[src/rtl/id_ex_stage.sv]
// rtl/id_ex_stage.sv - decode/execute pipeline register with operand forwarding
//
// Purpose:
//   Holds one decoded instruction between decode and the execute-stage ALU.
//   The stage accepts a new instruction under a valid/ready handshake and
//   keeps it while execute applies backpressure. It also resolves rs1/rs2
//   forwarding from the EX/MEM and MEM/WB stages, then drives the ALU inputs.
//
// Optional feature macro: ID_EX_FWD_EN
//   Defined   : forwarding muxes (MEM over WB over stored) and hold-capture.
//   Undefined : operands come straight from the stored register-file values.
//               The mem_fwd_* and wb_fwd_* ports are present but ignored.
//
// Ports:
//   clk, reset_n                   rising-edge clock, async active-low reset
//   id_valid / id_ready            decode handshake
//   id_pc, id_rs1_data,
//   id_rs2_data, id_imm            datapath fields (XLEN)
//   id_rs1_idx, id_rs2_idx,
//   id_rd_idx                      register indices (REGIDX)
//   id_alu_op, id_alu_src,
//   id_use_pc, id_reg_write        control fields
//   flush                          kills held and incoming instruction
//   ex_ready / ex_valid            execute handshake
//   alu_in_1, alu_in_2, alu_op     ALU drive
//   ex_store_data                  forwarded rs2 value
//   ex_pc, ex_imm, ex_rd_idx       held fields
//   ex_reg_write                   held reg_write gated by ex_valid
//   mem_fwd_we/rd/data             EX/MEM result bypass
//   wb_fwd_we/rd/data              MEM/WB write-back bypass

module id_ex_stage #(
  parameter int          XLEN      = 32,
  parameter int          REGIDX    = 5,
  parameter logic [3:0]  BUBBLE_OP = 4'b1111
) (
  input  logic              clk,
  input  logic              reset_n,
  input  logic              id_valid,
  output logic              id_ready,
  input  logic [XLEN-1:0]   id_pc,
  input  logic [XLEN-1:0]   id_rs1_data,
  input  logic [XLEN-1:0]   id_rs2_data,
  input  logic [XLEN-1:0]   id_imm,
  input  logic [REGIDX-1:0] id_rs1_idx,
  input  logic [REGIDX-1:0] id_rs2_idx,
  input  logic [REGIDX-1:0] id_rd_idx,
  input  logic [3:0]        id_alu_op,
  input  logic              id_alu_src,
  input  logic              id_use_pc,
  input  logic              id_reg_write,
  input  logic              flush,
  input  logic              ex_ready,
  output logic              ex_valid,
  output logic [XLEN-1:0]   alu_in_1,
  output logic [XLEN-1:0]   alu_in_2,
  output logic [3:0]        alu_op,
  output logic [XLEN-1:0]   ex_store_data,
  output logic [XLEN-1:0]   ex_pc,
  output logic [XLEN-1:0]   ex_imm,
  output logic [REGIDX-1:0] ex_rd_idx,
  output logic              ex_reg_write,
  input  logic              mem_fwd_we,
  input  logic [REGIDX-1:0] mem_fwd_rd,
  input  logic [XLEN-1:0]   mem_fwd_data,
  input  logic              wb_fwd_we,
  input  logic [REGIDX-1:0] wb_fwd_rd,
  input  logic [XLEN-1:0]   wb_fwd_data
);

  logic              valid_q,     valid_d;
  logic [XLEN-1:0]   pc_q,        pc_d;
  logic [XLEN-1:0]   rs1_data_q,  rs1_data_d;
  logic [XLEN-1:0]   rs2_data_q,  rs2_data_d;
  logic [XLEN-1:0]   imm_q,       imm_d;
  logic [REGIDX-1:0] rs1_idx_q,   rs1_idx_d;
  logic [REGIDX-1:0] rs2_idx_q,   rs2_idx_d;
  logic [REGIDX-1:0] rd_idx_q,    rd_idx_d;
  logic [3:0]        alu_op_q,    alu_op_d;
  logic              alu_src_q,   alu_src_d;
  logic              use_pc_q,    use_pc_d;
  logic              reg_write_q, reg_write_d;

  logic              load;
  logic [XLEN-1:0]   fwd_rs1;
  logic [XLEN-1:0]   fwd_rs2;

  assign id_ready = !valid_q || ex_ready;
  assign load     = id_valid && id_ready;

`ifdef ID_EX_FWD_EN
  // x0 is hardwired to zero, so a write "to" it must never be bypassed.
  function automatic logic wb_hit(input logic [REGIDX-1:0] idx);
    return wb_fwd_we && (wb_fwd_rd != '0) && (wb_fwd_rd == idx);
  endfunction

  function automatic logic mem_hit(input logic [REGIDX-1:0] idx);
    return mem_fwd_we && (mem_fwd_rd != '0) && (mem_fwd_rd == idx);
  endfunction

  // MEM is the younger producer, so it wins over WB.
  always_comb begin
    fwd_rs1 = rs1_data_q;
    fwd_rs2 = rs2_data_q;
    if (mem_hit(rs1_idx_q))     fwd_rs1 = mem_fwd_data;
    else if (wb_hit(rs1_idx_q)) fwd_rs1 = wb_fwd_data;
    if (mem_hit(rs2_idx_q))     fwd_rs2 = mem_fwd_data;
    else if (wb_hit(rs2_idx_q)) fwd_rs2 = wb_fwd_data;
  end
`else
  assign fwd_rs1 = rs1_data_q;
  assign fwd_rs2 = rs2_data_q;

  // Bypass ports stay on the boundary for a uniform pipeline interface.
  logic unused_fwd;
  assign unused_fwd = ^{mem_fwd_we, mem_fwd_rd, mem_fwd_data,
                        wb_fwd_we, wb_fwd_rd, wb_fwd_data,
                        rs1_idx_q, rs2_idx_q};
`endif

  always_comb begin
    valid_d     = valid_q;
    pc_d        = pc_q;
    rs1_data_d  = rs1_data_q;
    rs2_data_d  = rs2_data_q;
    imm_d       = imm_q;
    rs1_idx_d   = rs1_idx_q;
    rs2_idx_d   = rs2_idx_q;
    rd_idx_d    = rd_idx_q;
    alu_op_d    = alu_op_q;
    alu_src_d   = alu_src_q;
    use_pc_d    = use_pc_q;
    reg_write_d = reg_write_q;

    if (flush) begin
      // Any instruction offered this cycle is dropped along with the held one.
      valid_d     = 1'b0;
      alu_op_d    = BUBBLE_OP;
      reg_write_d = 1'b0;
    end else if (load) begin
      valid_d     = 1'b1;
      pc_d        = id_pc;
      rs1_data_d  = id_rs1_data;
      rs2_data_d  = id_rs2_data;
      imm_d       = id_imm;
      rs1_idx_d   = id_rs1_idx;
      rs2_idx_d   = id_rs2_idx;
      rd_idx_d    = id_rd_idx;
      alu_op_d    = id_alu_op;
      alu_src_d   = id_alu_src;
      use_pc_d    = id_use_pc;
      reg_write_d = id_reg_write;
    end else if (ex_ready) begin
      valid_d     = 1'b0;
      alu_op_d    = BUBBLE_OP;
      reg_write_d = 1'b0;
    end else if (valid_q) begin
`ifdef ID_EX_FWD_EN
      // A value leaving WB while we stall would otherwise be lost: the
      // register file read was taken before that write landed.
      if (wb_fwd_we && (wb_fwd_rd != '0) && (wb_fwd_rd == rs1_idx_q))
        rs1_data_d = wb_fwd_data;
      if (wb_fwd_we && (wb_fwd_rd != '0) && (wb_fwd_rd == rs2_idx_q))
        rs2_data_d = wb_fwd_data;
`endif
    end
  end

  always_ff @(posedge clk or negedge reset_n) begin
    if (!reset_n) begin
      valid_q     <= 1'b0;
      pc_q        <= '0;
      rs1_data_q  <= '0;
      rs2_data_q  <= '0;
      imm_q       <= '0;
      rs1_idx_q   <= '0;
      rs2_idx_q   <= '0;
      rd_idx_q    <= '0;
      alu_op_q    <= BUBBLE_OP;
      alu_src_q   <= 1'b0;
      use_pc_q    <= 1'b0;
      reg_write_q <= 1'b0;
    end else begin
      valid_q     <= valid_d;
      pc_q        <= pc_d;
      rs1_data_q  <= rs1_data_d;
      rs2_data_q  <= rs2_data_d;
      imm_q       <= imm_d;
      rs1_idx_q   <= rs1_idx_d;
      rs2_idx_q   <= rs2_idx_d;
      rd_idx_q    <= rd_idx_d;
      alu_op_q    <= alu_op_d;
      alu_src_q   <= alu_src_d;
      use_pc_q    <= use_pc_d;
      reg_write_q <= reg_write_d;
    end
  end

  assign ex_valid      = valid_q;
  assign alu_in_1      = use_pc_q  ? pc_q  : fwd_rs1;
  assign alu_in_2      = alu_src_q ? imm_q : fwd_rs2;
  assign alu_op        = valid_q ? alu_op_q : BUBBLE_OP;
  assign ex_store_data = fwd_rs2;
  assign ex_pc         = pc_q;
  assign ex_imm        = imm_q;
  assign ex_rd_idx     = rd_idx_q;
  assign ex_reg_write  = reg_write_q && valid_q;

endmodule
[config.mk]
export PLATFORM = sky130hd
export DESIGN_NAME = id_ex_stage
export DESIGN_NICKNAME = d
export VERILOG_FILES = /design/src/rtl/id_ex_stage.sv
export SDC_FILE = /design/constraint.sdc
export NUM_CORES = 1
export LEC_CHECK = 0
export BUFFER_PORTS_ARGS = -buffer_cell sky130_fd_sc_hd__buf_4
export CORE_AREA = 2 2 157 159
export CTS_CLUSTER_SIZE = 12
export DETAILED_ROUTE_END_ITERATION = 8
export DIE_AREA = 0 0 159 161
export SLEW_MARGIN = 20
export SYNTH_ARGS = -nofsm -noshare
export SYNTH_HDL_FRONTEND = slang
export SYNTH_SLANG_ARGS = --single-unit
export TNS_END_PERCENT = 50
[constraint.sdc]
create_clock -name clk -period 1.86 [get_ports clk]
set_input_delay 0 -clock clk [delete_from_list [all_inputs] [get_ports clk]]
set_output_delay 0 -clock clk [all_outputs]
set_load 0.02 [all_outputs]
## Word level (Yosys, flattened, before mapping)

Index checks and enable logic that the tools add are counted.

| word-level totals | value |
|---|---|
| flip-flop bits (word level) | 141 |
| bits of input ports | 231 |
| word-level logic and storage cells | 28 |
| output and inout port bits | 172 |

| operators by class | value |
|---|---|
| mux-type cells | 11 |
| reduce and logical (&&, ||, !) cells | 6 |
| bitwise operators | 1 |

Operators by type and width:

| kind | count |
|---|---|
| 2-to-1 mux 32 bit | 2 |
| 2-to-1 mux 4 bit | 4 |
| 2-to-1 mux 1 bit | 5 |
| nonzero test 3 bit | 1 |
| logical AND 1 bit | 2 |
| AND reduction 2 bit | 1 |
| zero test 1 bit | 1 |
| logical OR 1 bit | 1 |
| NOT 1 bit | 1 |

## Longest topological paths before layout

Gate-level depths: netlist of run 1.

| logic depth | value |
|---|---|
| depth after elaboration | 5 |
| mapped depth | 6 |
| depth with buffers taken out | 3 |

## Least setup slack after synthesis of run 1

OpenSTA, ideal clock, no wires.

| timing | value |
|---|---|
| path type | register -> register |
| start | register valid_q (netlist: ex_valid) |
| end | register pc_q[0] (netlist: ex_pc[0]) |
| clock period less this slack | 1.705 ns |
| required time | 1.735 ns |
| setup slack | 0.155 ns |
| buffers on the path | 3 |
| arrival time | 1.580 ns |
| cell stages (with the launch flop) | 7 |
| setup time | 0.125 ns |
| cells stage by stage | dfrtp_1 nand2b_2 and3_4 buf_6 buf_6 buf_6 mux2_4 |

| on the way | value |
|---|---|
| longest elaborated chain between the ends | 4 |

Ends and longest elaborated chain:

| item | line | RTL |
|---|---|---|
| start: declaration | 71 | `logic valid_q, valid_d;` |
| start signal: assignment | 184 | `valid_q <= valid_d;` |
| zero test 1 bit | 88 | `assign id_ready = !valid_q \|\| ex_ready;` |
| logical OR 1 bit | 88 |  |
| named net id_ready | 40 | `output logic id_ready,` |
| logical AND 1 bit | 89 | `assign load = id_valid && id_ready;` |
| AND reduction 2 bit (no line) | -- |  |
| end signal: assignment | 185 | `pc_q <= pc_d;` |
| end: declaration | 72 | `logic [XLEN-1:0] pc_q, pc_d;` |

The timed path passes the listed nets, and every way through them passes these cells.
A chain may end at the register's enable or synchronous reset.

## Final worst setup path of run 1

| timing | value |
|---|---|
| start | register valid_q (netlist: ex_valid) |
| end | register alu_op_q[2] |

| on the way | value |
|---|---|
| longest elaborated chain between the ends | 5 |
| elaborated cells between the ends (all ways) | 6 |
| those cells by class | mux (2); reduce/logical (4) |

Ends and longest elaborated chain:

| item | line | RTL |
|---|---|---|
| zero test 1 bit * | 88 |  |
| logical OR 1 bit * | 88 |  |
| logical AND 1 bit * | 89 |  |
| 2-to-1 mux 4 bit | 140 | `end else if (load) begin` |
| 2-to-1 mux 4 bit | 135 | `if (flush) begin` |
| end signal: assignment | 192 | `alu_op_q <= alu_op_d;` |
| end: declaration | 79 | `logic [3:0] alu_op_q, alu_op_d;` |

Mark *: on every way between the ends. The rest lies on a longest branch, timed or not.

==> results of run 1 <==
-- cells in the mapped netlist (all sizes together) (2+ instances only) --
cell type	n
a21oi	2
a22oi	4
and2	2
buf	15
clkbuf	9
dfrtp	137
dfstp	4
inv	3
mux2	199
nor2	8
or2b	4
-- sequential cells by signal, indices dropped and copies added (netlist names) --
register,cells
fwd_rs1,32
ex_rd_idx,5
ex_pc,32
ex_imm,32
use_pc_q,1
ex_store_data,32
alu_op_q,4
reg_write_q,1
ex_valid,1
alu_src_q,1
-- logic make-up (layout without fill, tap and decap cells) --
family / after synthesis / in the layout
DFF: 141 / 141
AOI/OAI and AO/OA: 7 / 7
and+or+nand+nor: 17 / 17
muxes: 199 / 199
buffers and inverters: 27 / 520
-- routing by layer --
| metal | up-vias | wire (um) |
|---|---|---|
| met5 | - | 0 |
| li1 | 2371 | - |
| met4 | 0 | 284 |
| met3 | 23 | 1246 |
| met1 | 2456 | 7934 |
| met2 | 208 | 9658 |
-- final timing paths --
path	depth (start not counted)	end	from	slack, ns
max reg2reg	5	alu_op_q[2]	ex_valid	0.15
min	2	ex_imm[3]	reset_n	0.15
max	5	alu_op_q[2]	ex_valid	0.15
max in group asynchronous	3	fwd_rs1[30]	reset_n	1.08
min in group clk	4	fwd_rs1[23]	id_valid	0.30
min reg2reg	1	fwd_rs1[2]	fwd_rs1[2]	0.51
-- what timing repair did --
| action | 4_1_cts | 5_1_grt |
|---|---|---|
| hold buffers | 148 | 0 |
| gates resized for setup | 0 | 0 |
| endpoints found under the hold margin | 232 | 0 |
-- metrics by stage --
step	power [W]	hold WS (ns)
3_3_place_gp	0.007867	0.02573
2_1_floorplan	0.006072	-0.2956
3_5_place_dp	0.007897	0.01356
6_report	0.01144	0.1458
4_1_cts	0.01161	0.1423
5_1_grt	0.01203	0.1886
-- layout make-up --
class / instances / area (um^2)
clock buffer: 20 / 436.7
inverter: 3 / 11.26
timing repair buffer: 485 / 4128
fill: 2158 / 12730
multi-input combinational: 223 / 2577
tap: 324 / 405.4
sequential: 141 / 3533
clock inverter: 12 / 137.6
-- report_power, final --
group	total [W]	leakage, nW	internal [W]	switching, W
combinational	0.00412	3.28	0.00222	0.00190
clock	0.00335	0.276	0.00199	0.00135
sequential	0.00397	1.66	0.00359	0.000385
-- critical path: stages (launching register included) --
cell and delay, ns:
dfrtp_1 0.36, buf_4 0.15, inv_1 0.04, a21oi_1 0.31, a22oi_1 0.17, dlygate4sd3_1 0.60
==> metrics, run 1 <==
GR peak layer=met2; startpoint types=register; postcts setup bufs=0; Lkg Pwr=approximately 5.2 nW; fin. max-slew vios=0; Root Driver=clkbuf_16; largest net degree at the start of global routing=61; CTS tree=done; Fmax=586.3 MHz; Final ANT Viol Nets=0; DIE AREA=between 20000 and 30000 um^2; dpl cell area=a little over 9000 um^2; largest family of logic cells by synthesized area=multiplexers; clk_skew=around 0.009 ns; IO buf count=316; sequential area share after synthesis=approximately 56%; ys flop type=dfrtp_1; post-synthesis cell area=6275 um^2; critical path class=register to register; CTS sink count=141; Critical Path RT=between 2 and 2.5 ns; share of cells above drive strength 1=64.59%; Adder-Cell Fraction of Synth Area=0%; post-layout net count=between 1000 and 1500; Layout Cells excl Fill=roughly 1200; drt drc=0; Setup TNS=0 ns; Max Cap Viol=0; routing usage on met1=17.86%; Placement Setup Slack=approximately 0.26 ns; Final period util=between 90 and 100%; Mapped Cells=~390; post-synthesis simple-gate area fraction=between 1.5 and 2%; fin crit period=1.706 ns; Pre-antenna DRT Iters=4; layout overhead on the synthesized area=78.96%; syn_area_per_cell=~16 um^2; unrepaired setup endpoints after global routing=no; Synth Area in XOR/XNOR=0%; commonest non-fill, non-tap cell in the layout=buf_4; Yosys cell types=17; max_slew headroom=about three fifths; drt total wl=about 19000 um; Yosys warning count=0; # setup viols final=0; initial antenna violation count=0; Compound-Gate Fraction of Synth Area=less than 1%; dpl cells=1028; TritonCTS buffer count=17; most frequent cells in the layout=327 x buf_4, 149 x mux2_2, 148 x dlygate4sd3_1; syn_nets=slightly above 600; CP arrival=slightly above 2 ns; clock buffer depth=2; post-synth top area share=54.64%; IO Pins=403; first-pass GRT wire length=just over 30000 um; Worst Tran Pin Value=between 0.5 and 0.6 ns; die width=159 um; post-layout util=roughly 47%; total track usage=roughly 15%; status=finished clean; DR vias/cell=around 4.2; worst min path class=primary input to asynchronous set/reset pin; Finished Cell Area=~11000 um^2; PwrDens=1019 nW/um^2; Post-synth EDFFs=0; met2 Use GR=around a quarter; Initial Utilization=26.19%; diode count=0; fin worst setup slack=0.1545 ns; CP endpoint kind=register; mux contribution to synthesized area=about two fifths; Core Rows=57; die height=~160 um; Fin. Hold Viols=0; placer congestion estimate=roughly 0.78; H-Tree Depth=4; crit-path max FO=7; Synth area leaders=dfrtp_1 55%, mux2_2 27%, mux2_4 12%; vias in the first global route=5595; latest clock arrival within the worst-skew pair=between 0.4 and 0.5 ns; met3 Resource Use GR=4.622%; CTS clk-pin slew, worst paths=approximately 0.06 ns; #FFs+latches synth=141; initial drt markers=185; DR WL/cell=approximately 16 um; vias after detailed routing=~5000; total gr overflow=0; core box area=~24000 um^2; HPWL Detailed=about 13000 um; peak supply drop=~0.00053 V; largest area contributor in the synthesized netlist=dfrtp_1; asr flop ratio synth=100.0%
(Power assumes the default switching activity.)
==> run 2, diff against run 1 <==
==> constraint.sdc (replaced) <==
create_clock -name clk -period 1.85 [get_ports clk]
set_input_delay 0 -clock clk [delete_from_list [all_inputs] [get_ports clk]]
set_output_delay 0 -clock clk [all_outputs]
set_load 0.02 [all_outputs]
==> metrics, run 2 (synthesis gave the netlist of run 1 again) <==
DR WL/cell=roughly 16 um; PostCTS Resize Cnt=0; HPWL Detailed=approximately 13000 um; crit-path max FO=7; Setup TNS=0 ns; DR vias/cell=approximately 4.2; Fmax=~580 MHz; clk_skew=between 0.008 and 0.009 ns; PwrDens=between 1000 and 1500 nW/um^2; Sw Share=a little under a third; CTS tree=done; metal3 WL=approximately 1300 um; peak supply drop=just under 0.0005 V; Critical Path RT=~2.2 ns; # setup viols final=0; Pre-antenna DRT Iters=4; Final period util=93.42%; Fin. Hold Viols=0; startpoint types=register; Initial Utilization=26.19%; Net Switching=~0.0037 W; Reg power frac=about a third; first-pass GRT wire length=between 30000 and 40000 um; Core Rows=57; status=finished clean; initial drt markers=approximately 190; commonest non-fill, non-tap cell in the layout=buf_4; Critical Path Source=ex_valid; CTS sink count=approximately 140; vias after detailed routing=roughly 5100; multi-input logic area=approximately 2600 um^2; CP Cell Sequence=buf_4, inv_1, a21oi_1, a22oi_1, dlygate4sd3_1; post-layout net count=about 1100; die height=approximately 160 um; drt drc=0; CP peak stage delay=0.60 ns; fin crit period=roughly 1.7 ns; unrepaired setup endpoints after global routing=no; CP arrival=a little over 2 ns; max_slew headroom=between 70 and 80%; largest net degree at the start of global routing=46; DIE AREA=roughly 26000 um^2; diode count=0; total power=approximately 0.012 W; combinational fraction of design power=roughly 36%; layout overhead on the synthesized area=79.28%; Root Driver=clkbuf_16; CTS clk-pin slew, worst paths=approximately 0.060 ns; total gr overflow=0; dpl cells=about 1000; H-Tree Depth=4; Lkg Pwr=about 5.2 nW; fin. max-slew vios=0; Max Cap Viol=0; clock buffer depth=2; worst min path class=primary input to asynchronous set/reset pin; die width=~160 um; internal power=about 0.008 W; core box area=approximately 24000 um^2; total track usage=between 15 and 20%; WL met1=7755 um; Worst Tran Pin Value=between 0.4 and 0.5 ns; share of cells above drive strength 1=between 60% and 70%; Highest Signal Layer=met4; critical path's slowest cell=dlygate4sd3_1; CP endpoint kind=register; drt total wl=19350 um; latest clock arrival within the worst-skew pair=approximately 0.4 ns; most frequent cells in the layout=326 x buf_4, 149 x mux2_2, 148 x dlygate4sd3_1; initial antenna violation count=0; clock share of power=between 20% and 30%; critical path class=register to register; metal2 WL=9779 um; IO buf count=roughly 320; Worst R2R Start=ex_valid; TritonCTS buffer count=17; FILL cells=approximately 2200; vias in the first global route=around 5600; placer congestion estimate=between 0.7 and 0.8; Final ANT Viol Nets=0; FF+latch area=about 3500 um^2; Layout Cells excl Fill=roughly 1200; IO Pins=roughly 400
[run 2: changes by cell type in the layout (fill, tap and decap cells not counted)]
cell,change
inv_6,-4
clkbuf_8,+2
buf_4,-1
clkinv_2,+1
clkinvlp_4,-1
buf_12,+1
clkinv_4,+2
[run 2: layer usage]
layer / up-vias / GRT usage (%)
li1: 2370 / -
met2: 220 / 26.23
met5: - / 0
met4: 0 / 5.909
met1: 2499 / 17.33
met3: 29 / 4.597
[run 2: per-stage QoR]
step	utilization (%)	instance area (um^2)	worst slack, ns	hold WS (ns)
3_5_place_dp	38.34	9186	0.2478	-0.03199
5_1_grt	46.95	11250	0.04875	0.1370
4_1_cts	46.95	11250	0.1518	0.09252
3_3_place_gp	38.34	9186	0.2507	-0.02721
6_report	46.95	11250	0.1217	0.1174
2_1_floorplan	-	6275	0.1449	-0.2956
[run 2: what timing repair did]
action / 4_1_cts / 5_1_grt
hold buffers: 148 / 0
endpoints found under the hold margin: 278 / 0
setup buffers: 0 / 0
[run 2: worst paths after layout]
| path | endpoint | slack [ns] | cells past startpoint |
|---|---|---|---|
| hold reg to reg | ex_rd_idx[1] | 0.51 | 1 |
| min in group clk | ex_pc[28] | 0.25 | 4 |
| max in group asynchronous | ex_store_data[17] | 1.07 | 3 |
| setup / recovery | alu_op_q[2] | 0.12 | 5 |
| hold / removal | ex_imm[3] | 0.12 | 2 |
| setup reg to reg | alu_op_q[2] | 0.12 | 5 |
[run 2: critical path: cells and delay by family, from the launching register on]
kind | cells | cell delay (ns)
flip-flops | 1 | 0.36
AO/OA/AOI/OAI | 2 | 0.50
buffers and inverters | 3 | 0.79
[run 2: area by class of cell]
class / count / area share, %
tap: 324 / 3.604
timing repair buffer: 485 / 36.80
multi-input combinational: 223 / 22.91
sequential: 141 / 31.41
clock inverter: 10 / 1.045
clock buffer: 22 / 4.126
inverter: 3 / 0.1001
[run 2: power groups by stage]
| stage | combinational, W | clock [W] | sequential (W) |
|---|---|---|---|
| CTS | 0.00418 | 0.00355 | 0.00399 |
| floorplan | 0.00169 | 0 | 0.00441 |
| finish | 0.00416 | 0.00342 | 0.00399 |
| detailed placement | 0.00390 | 0 | 0.00403 |
| global route | 0.00438 | 0.00369 | 0.00407 |
| global placement | 0.00388 | 0 | 0.00403 |
==> run 3, diff against run 2 <==
--- a/config.mk
+++ b/config.mk
@@ -6,10 +6,13 @@
 export NUM_CORES = 1
 export LEC_CHECK = 0
 export BUFFER_PORTS_ARGS = -buffer_cell sky130_fd_sc_hd__buf_4
+export CELL_PAD_IN_SITES_DETAIL_PLACEMENT = 1
+export CELL_PAD_IN_SITES_GLOBAL_PLACEMENT = 1
 export CORE_AREA = 2 2 157 159
 export CTS_CLUSTER_SIZE = 12
 export DETAILED_ROUTE_END_ITERATION = 8
 export DIE_AREA = 0 0 159 161
+export PLACE_DENSITY_LB_ADDON = 0.1
 export SLEW_MARGIN = 20
 export SYNTH_ARGS = -nofsm -noshare
 export SYNTH_HDL_FRONTEND = slang
==> metrics, run 3 (synthesis gave the netlist of run 1 again) <==
startpoint types=register; Fin. Hold Viols=0; die width=between 150 and 200 um; fin crit period=~1.8 ns; Core Rows=57; total track usage=between 15 and 20%; Reg power frac=about a third; FILL cells=2490; Setup TNS=0 ns; Sw Share=between 30% and 40%; max_slew headroom=approximately 75%; DR vias/cell=~4.2; Net Switching=roughly 0.0037 W; internal power=~0.008 W; DR WL/cell=17.48 um; commonest non-fill, non-tap cell in the layout=buf_4; Initial Utilization=a little over a quarter; critical path's slowest cell=dlygate4sd3_1; fin. max-slew vios=0; die height=between 150 and 200 um; clock buffer depth=2; clock share of power=around 30%; CTS tree=done; largest net degree at the start of global routing=64; CP arrival=between 2 and 2.5 ns; worst min path class=primary input to asynchronous set/reset pin; total gr overflow=0; Lkg Pwr=around 5.2 nW; post-layout net count=around 1100; fin worst setup slack=0.07690 ns; Critical Path Source=ex_valid; latest clock arrival within the worst-skew pair=between 0.4 and 0.5 ns; CP Cell Sequence=nand2b_2, and2_1, a32o_1, dlygate4sd3_1; Worst R2R Start=ex_valid; drt drc=0; Placement Setup Slack=about 0.14 ns; crit-path max FO=8; postcts setup bufs=0; Worst Tran Pin Value=about 0.37 ns; core box area=between 20000 and 25000 um^2; Final ANT Viol Nets=0; combinational fraction of design power=a little over a third; layout overhead on the synthesized area=78.29%; IO Pins=slightly above 400; PwrDens=around 1000 nW/um^2; multi-input logic area=between 2000 and 3000 um^2; CTS sink count=about 140; TritonCTS buffer count=17; Root Driver=clkbuf_16; FF+latch area=around 3500 um^2; HPWL Detailed=14520 um; status=finished clean; # setup viols final=0; critical path class=register to register; drt total wl=approximately 21000 um; Max Cap Viol=0; H-Tree Depth=4; vias in the first global route=between 5000 and 6000; Critical Path RT=~2.1 ns; first-pass GRT wire length=33660 um; initial antenna violation count=0; Pre-antenna DRT Iters=4; post-layout util=46.68%; DIE AREA=25600 um^2; peak supply drop=0.0004969 V; unrepaired setup endpoints after global routing=no; IO buf count=~320; Fmax=approximately 560 MHz; CP endpoint kind=register; Final period util=a little over nine tenths; vias after detailed routing=5086; share of cells above drive strength 1=between 60% and 70%; CP peak stage delay=0.56 ns; CTS clk-pin slew, worst paths=0.06 ns; initial drt markers=roughly 170; clk_skew=~0.0082 ns; most frequent cells in the layout=318 x buf_4, 149 x mux2_2, 148 x dlygate4sd3_1; placer congestion estimate=slightly above 0.8; diode count=0
## run 3: layout make-up
type	count	area share, %
timing repair buffer	476	36.29
sequential	141	31.58
multi-input combinational	223	23.07
clock buffer	21	4.026
tap	324	3.624
clock inverter	11	1.297
inverter	3	0.1007
## run 3: metal layers
layer	track usage [%]	wire length, um
met1	19.69	8612
met2	29.43	10770
met3	4.545	1238
met4	4.835	337
met5	0	0
## run 3: metrics by stage
| stage | hold WS [ns] | std cells | power, W | instance area (um^2) |
|---|---|---|---|---|
| 2_1_floorplan | -0.2956 | 391 | 0.006105 | 6275 |
| 3_3_place_gp | -0.07935 | 1019 | 0.007930 | 9106 |
| 3_5_place_dp | -0.07961 | 1019 | 0.008000 | 9106 |
| 4_1_cts | 0.04845 | 1199 | 0.01184 | 11180 |
| 5_1_grt | 0.07070 | 1199 | 0.01225 | 11190 |
| 6_report | 0.04934 | 1199 | 0.01166 | 11190 |
## run 3: power groups by stage
stage                     sequential, W  clock [W]  combinational (W)
after global placement          0.00402          0            0.00391
after CTS                       0.00400    0.00360            0.00423
after detailed placement        0.00405          0            0.00395
final                           0.00400    0.00347            0.00419
after floorplan                 0.00441          0            0.00169
after global routing            0.00408    0.00373            0.00444
## run 3: critical path: cells and delay by family, from the launching register on
family	cells	cell delay, ns
DFF	1	0.46
AOI/OAI and AO/OA	1	0.27
buffers and inverters	1	0.56
and+or+nand+nor	2	0.37
## run 3: final timing paths
path / to / slack [ns] / cells after the start
min in group clk: ex_pc[27] / 0.13 / 3
min reg2reg: fwd_rs1[7] / 0.51 / 1
max: reg_write_q / 0.08 / 4
max in group asynchronous: alu_op_q[3] / 1.08 / 3
min: ex_store_data[12] / 0.05 / 2
max reg2reg: reg_write_q / 0.08 / 4
## run 3: what timing repair did
| item | 4_1_cts | 5_1_grt |
|---|---|---|
| endpoints found under the hold margin | 278 | 0 |
| setup endpoints to repair | 0 | 4 |
| gates resized for setup | 0 | 1 |
| hold buffers | 148 | 0 |
